===== config.mk =====
export PLATFORM = sky130hd
export DESIGN_NAME = dmem_responder
export DESIGN_NICKNAME = d
export VERILOG_FILES = /design/src/rtl/dmem_pkg.sv /design/src/rtl/dmem_array.sv /design/src/rtl/dmem_responder.sv
export SDC_FILE = /design/constraint.sdc
export NUM_CORES = 2
export LEC_CHECK = 0
export CAP_MARGIN = 20
export CORE_AREA = 10 10 452 543
export DETAILED_ROUTE_END_ITERATION = 10
export DIE_AREA = 0 0 462 553
export GPL_TIMING_DRIVEN = 0
export SLEW_MARGIN = 20
export SYNTH_ARGS = -nofsm -noshare
export SYNTH_HDL_FRONTEND = slang
export SYNTH_HIERARCHICAL = 1
export SYNTH_SLANG_ARGS = --single-unit

===== constraint.sdc =====
create_clock -name clk -period 6 [get_ports clk]
set_clock_uncertainty 0.15 [all_clocks]
set_input_delay 1.8 -clock clk [delete_from_list [all_inputs] [get_ports clk]]
set_output_delay 1.8 -clock clk [all_outputs]
set_load 0.005 [all_outputs]

===== src/rtl/dmem_pkg.sv =====
// Shared types and default sizing for the dmem_responder data-memory slave.
package dmem_pkg;

    typedef enum logic [1:0] {
        IDLE = 2'd0,
        WAIT = 2'd1,
        RESP = 2'd2
    } state_t;

    localparam int DMEM_N       = 32;
    localparam int DMEM_DEPTH   = 64;
    localparam int DMEM_LATENCY = 2;

    // Width of the WAIT down-counter: it counts LATENCY-2 .. 0, never below one bit.
    function automatic int cnt_width(input int latency);
        return (latency > 2) ? $clog2(latency - 1) : 1;
    endfunction

endpackage


===== src/rtl/dmem_array.sv =====
// Word storage for dmem_responder: synchronous write, registered read, no reset.
module dmem_array #(
    parameter int n     = 32,
    parameter int DEPTH = 64,
    parameter int AW    = $clog2(DEPTH)
) (
    input  logic          clk,
    input  logic          we_i,
    input  logic          re_i,
    input  logic [AW-1:0] idx_i,
    input  logic [n-1:0]  wdata_i,
    output logic [n-1:0]  rdata_o
);

    logic [n-1:0] mem_q [DEPTH];
    logic [n-1:0] rdata_q;

    // Single port: at most one of write or read is strobed per cycle.
    always_ff @(posedge clk) begin
        if (we_i) begin
            mem_q[idx_i] <= wdata_i;
        end
        if (re_i) begin
            rdata_q <= mem_q[idx_i];
        end
    end

    assign rdata_o = rdata_q;

endmodule


===== src/rtl/dmem_responder.sv =====
// Fixed-latency data-memory responder for a single-cycle/multicycle datapath.
// Optional feature: define DMEM_ALIGN_CHECK_EN to flag misaligned accesses
// (write suppressed, readdata returns 0, err pulses with ready).
//
// Handshake: req is sampled only in IDLE; that edge accepts the request and
// raises busy. Exactly LATENCY cycles later ready pulses for one cycle (the RESP
// state) with readdata/err valid; busy drops on the edge leaving RESP. Inputs
// seen while busy are ignored, so a held req re-issues once back in IDLE.
module dmem_responder
    import dmem_pkg::*;
#(
    parameter int n       = DMEM_N,
    parameter int DEPTH   = DMEM_DEPTH,
    parameter int LATENCY = DMEM_LATENCY
) (
    input  logic         clk,
    input  logic         reset,
    input  logic         req,
    input  logic         we,
    input  logic [n-1:0] addr,
    input  logic [n-1:0] writedata,
    output logic [n-1:0] readdata,
    output logic         ready,
    output logic         busy,
    output logic         err
);

    localparam int AW    = $clog2(DEPTH);
    localparam int CNT_W = cnt_width(LATENCY);
    localparam logic [CNT_W-1:0] CNT_INIT = CNT_W'((LATENCY >= 2) ? LATENCY - 2 : 0);

    state_t           state_q;
    logic [CNT_W-1:0] cnt_q;
    logic             we_q;
    logic [AW-1:0]    idx_q;
    logic [n-1:0]     wdata_q;
    logic             ready_q;
    logic             busy_q;
    logic             rd_valid_q;
    logic [n-1:0]     rd_data;

    logic             op_we;
    logic [AW-1:0]    op_idx;
    logic [n-1:0]     op_wdata;
    logic             aligned;
    logic             go_resp;
    logic             mem_we;
    logic             mem_re;
    logic             unused_addr;

`ifdef DMEM_ALIGN_CHECK_EN
    logic [1:0]       lo_q;
    logic             err_q;
    assign unused_addr = ^addr[n-1:AW+2];
`else
    assign unused_addr = ^{addr[n-1:AW+2], addr[1:0]};
`endif

    // Operand source: live inputs on the accepting edge (LATENCY=1 commits then), captured copy afterwards.
    always_comb begin
        op_we    = (state_q == IDLE) ? we                 : we_q;
        op_idx   = (state_q == IDLE) ? addr[AW+1:2]       : idx_q;
        op_wdata = (state_q == IDLE) ? writedata          : wdata_q;
`ifdef DMEM_ALIGN_CHECK_EN
        aligned  = ((state_q == IDLE) ? addr[1:0] : lo_q) == 2'b00;
`else
        aligned  = 1'b1;
`endif
        go_resp  = 1'b0;
        if ((state_q == IDLE) && req && (LATENCY == 1)) begin
            go_resp = 1'b1;
        end
        if ((state_q == WAIT) && (cnt_q == '0)) begin
            go_resp = 1'b1;
        end
        mem_we = go_resp && !reset && op_we && aligned;
        mem_re = go_resp && !reset && !op_we && aligned;
    end

    // Control FSM with registered ready/busy/err and the request capture registers.
    always_ff @(posedge clk or posedge reset) begin
        if (reset) begin
            state_q    <= IDLE;
            cnt_q      <= '0;
            we_q       <= 1'b0;
            idx_q      <= '0;
            wdata_q    <= '0;
            ready_q    <= 1'b0;
            busy_q     <= 1'b0;
            rd_valid_q <= 1'b0;
`ifdef DMEM_ALIGN_CHECK_EN
            lo_q       <= 2'b00;
            err_q      <= 1'b0;
`endif
        end else begin
            ready_q <= 1'b0;
`ifdef DMEM_ALIGN_CHECK_EN
            err_q   <= 1'b0;
`endif
            case (state_q)
                IDLE: begin
                    if (req) begin
                        we_q    <= we;
                        idx_q   <= addr[AW+1:2];
                        wdata_q <= writedata;
`ifdef DMEM_ALIGN_CHECK_EN
                        lo_q    <= addr[1:0];
`endif
                        busy_q  <= 1'b1;
                        if (LATENCY == 1) begin
                            state_q <= RESP;
                        end else begin
                            state_q <= WAIT;
                            cnt_q   <= CNT_INIT;
                        end
                    end
                end
                WAIT: begin
                    if (cnt_q == '0) begin
                        state_q <= RESP;
                    end else begin
                        cnt_q <= cnt_q - CNT_W'(1);
                    end
                end
                RESP: begin
                    state_q <= IDLE;
                    busy_q  <= 1'b0;
                end
                default: begin
                    state_q <= IDLE;
                    busy_q  <= 1'b0;
                end
            endcase
            if (go_resp) begin
                ready_q <= 1'b1;
                if (!op_we) begin
                    rd_valid_q <= aligned;
                end
`ifdef DMEM_ALIGN_CHECK_EN
                err_q <= !aligned;
`endif
            end
        end
    end

    dmem_array #(
        .n     (n),
        .DEPTH (DEPTH),
        .AW    (AW)
    ) u_array (
        .clk     (clk),
        .we_i    (mem_we),
        .re_i    (mem_re),
        .idx_i   (op_idx),
        .wdata_i (op_wdata),
        .rdata_o (rd_data)
    );

    // A misaligned load (or reset) masks the array output to zero until the next good load.
    assign readdata = rd_valid_q ? rd_data : '0;
    assign ready    = ready_q;
    assign busy     = busy_q;
`ifdef DMEM_ALIGN_CHECK_EN
    assign err      = err_q;
`else
    assign err      = 1'b0;
`endif

endmodule


==> flow_summary.toml <==
[setup_path]
end_kind = "register"
crit_type = "in2reg"
rr_worst_depth = 13
critPathRequiredTime_ps = 6330
path_cells = "clkdlybuf4s50_1, mux2_2, buf_2, inv_2, buf_2, clkbuf_1, buf_1, clkbuf_1, nand3_1, o311ai_0, a2111oi_2, nand4_1"
cp_slowest_cell = "a2111oi_2"
critPathLaunchType = "input pin"
cp_max_fo = 10
arrival_ps = 6410
crit_path_max_incr_delay_ps = 620

[synthesis]
synth-xor-area-share_pct = 0
yosys.area_share.simple_pct = 3.01
yosysWarnings = 6
synth_flop_cell = "edfxtp_1"
synthCells = 4417
seq_area_frac_synth_pct = 77.8
yosysTopAreaCellShare_pct = 76.5
synth_fa_ha_area_share_pct = 0
syn-cell-area_um2 = 81700
synth.avg_cell_area_um2 = 18.5
muxShareOfSynthArea_pct = 9.00
synth-async-reset-ratio_pct = 2.07
netlist_top_cells_area = "edfxtp_1 76%, mux2i_1 3.2%, mux2_2 2.8%, mux4_2 2.6%, a221oi_1 1.9%"
ys_types = 60
yosysTopAreaCell = "edfxtp_1"
synth_nets = 4485
synth_seq_cells = 2124
synth_top_family_by_area = "multiplexers"
synth_edf_count = 2080
synth_compound_area_share_pct = 8.39

[clock_tree]
ctsLongestPathBuffers = 3
clk_latency_ps = 840
numCtsBuffers = 207
clk_pin_slew_worst_paths_ps = 60
ctsHtreeMaxLevel = 4
root_buffer = "clkbuf_16"
cts_tree = "done"
cts.sinks = 2124

[timing]
fmax_ghz = 0.164
setup_viol = 39
min_period_over_period_pct = 101
hold_violations = 0
slew_viol_final = 0
fin_setup_tns_ps = -562
max_slew_margin_pct = 17.9
fin_crit_ps = 6090
setup_ws_ps = -86.4
worstMarginPinSlew_ps = 1230

[power]
power_density_nw_per_um2 = 391
max-vdd-ir-drop_v = 0.000241
p_total_mw = 37.5
leakagePower_nw = 30.6

[placement]
place_ws_ps = -1520
portBuffers = 75
place.detailed.hpwl_um = 168000
placed_area_um2 = 88600
place.gp.congestion = 0.907

[die]
dieArea_um2 = 255000
start_util_pct = 34.9
die_w_um = 462
io_pins = 103
core_um2 = 234000
num_rows = 195
die_h_um = 553

[cells_and_area]
final_common_cell = "edfxtp_1"
drive_gt1_share_pct = 19.1
finalNetCount = 4899
final_cell_area_um2 = 96000
mostFrequentLayoutCells = "2080 x edfxtp_1, 257 x mux2i_1, 214 x clkbuf_1, 212 x clkbuf_16, 190 x mux2_2"
seq_area_um2 = 63600
syn_to_final_growth_pct = 17.5
nFillCells = 20582
multi_input_area_um2 = 17500

[route]
via_count = 46781
dr.first_iter.drc_count = 6281
via_per_inst = 5.80
drt_first_pass_iters = 9
drt-wirelength-per-cell_um = 31.4
drc = 0
drtAntennaViolNets = 0
totalWireLength_um = 253000

[global_routing]
antenna_found_initial = 16
track_usage_pct = 19.0
grt_max_degree = 65
grt_pass1_vias = 45678
top_usage_layer = "met2"
grt_pass1_wl_um = 349000
use_met3_pct = 3.61
use_met2_pct = 31.3
grtUsageMet1_pct = 23.3
overflow = 0

[job]
cap_viol_max_count = 0

[outcome]
status = "complete, but fails checks"
violations = "setup timing"

[hold_path]
hold_path_depth = 1
hold_class = "reg2reg"
state kept, by name, indices dropped and copies added (netlist names):
signal / cells
ready: 1
rd_valid_q: 1
u_array/mem_q: 2048
u_array/rdata_o: 32
busy: 1
wdata_q: 32
idx_q: 6
state_q: 2
we_q: 1
what timing repair did:
item,4_1_cts,5_1_grt
setup endpoints to repair,1017,202
endpoints found under the hold margin,0,0
buffers inserted,45,2
pin swaps,27,1
gates resized for setup,45,28
hold buffers,0,0
path summary, 6_finish.rpt:
check,from,endpoint,slack (ps)
setup / recovery,addr[3],u_array/rdata_o[0]$_DFFE_PP_,-90
hold / removal,wdata_q[20]$_DFFE_PP0P_,wdata_q[20]$_DFFE_PP0P_,340
setup reg to reg,state_q[1]$_DFFE_PP0P_,u_array/rdata_o[0]$_DFFE_PP_,420
hold reg to reg,wdata_q[20]$_DFFE_PP0P_,wdata_q[20]$_DFFE_PP0P_,340
max in group asynchronous,reset,idx_q[0]$_DFFE_PP0P_,3880
min in group asynchronous,reset,wdata_q[4]$_DFFE_PP0P_,1360
cells in the mapped netlist, types with 20 or more instances:
library cell,n
mux2_2,202
a221oi_1,175
a31oi_1,43
buf_1,33
dfrtp_1,44
a21oi_1,122
mux2i_1,259
clkbuf_1,171
a22o_1,66
nor2_1,146
and3_1,86
and2_1,37
o21ai_0,84
o22ai_1,93
a22oi_1,188
nand3_1,54
edfxtp_1,2080
nor3_1,23
mux2_4,20
nand2_1,28
nand2b_1,20
o22a_1,70
buf_2,84
mux4_2,96
final cells by class:
type,instances,area share [%]
Clock buffer,273,5.80
Timing Repair Buffer,207,3.37
Multi-Input combinational cell,1977,18.2
Sequential cell,2124,66.2
Antenna cell,8,0.0209
Buffer,308,1.53
Inverter,6,0.0261
Clock inverter,106,0.818
Tap cell,3053,3.98
through the flow:
| step | utilization [%] | hold slack (ps) | instances |
|---|---|---|---|
| CTS | 40.9 | 344 | 8051 |
| finish | 41.0 | 344 | 8062 |
| floorplan | - | 308 | 4417 |
| global route | 41.0 | 372 | 8058 |
| detailed placement | 37.8 | 330 | 7629 |
| global placement | 36.8 | 319 | 7545 |
routing by layer:
layer | share of wire, % | wire length (um)
met1 | 36 | 91800
met2 | 48 | 122000
met3 | 8.8 | 22200
met4 | 6.7 | 16800
met5 | 0.013 | 33
worst max-delay path, delay by kind of cell:
kind	cells	cell delay, ps
and+or+nand+nor	2	580
AOI/OAI and AO/OA	2	870
buffers and inverters	7	2900
muxes	1	230
logic make-up after synthesis:
kind of cell / Yosys count
AND/OR/NAND/NOR: 462
AO/OA/AOI/OAI: 935
buffers and inverters: 316
flip-flops: 2124
multiplexers: 579
other: 1
power breakdown:
group / leakage (nW) / switching (mW) / internal (mW)
logic: 8.26 / 5.57 / 2.21
registers: 19.2 / 0.0490 / 17.4
clock network: 3.11 / 5.41 / 6.92
total: 30.6 / 11.0 / 26.5
Power figures use the tool's default switching activity.
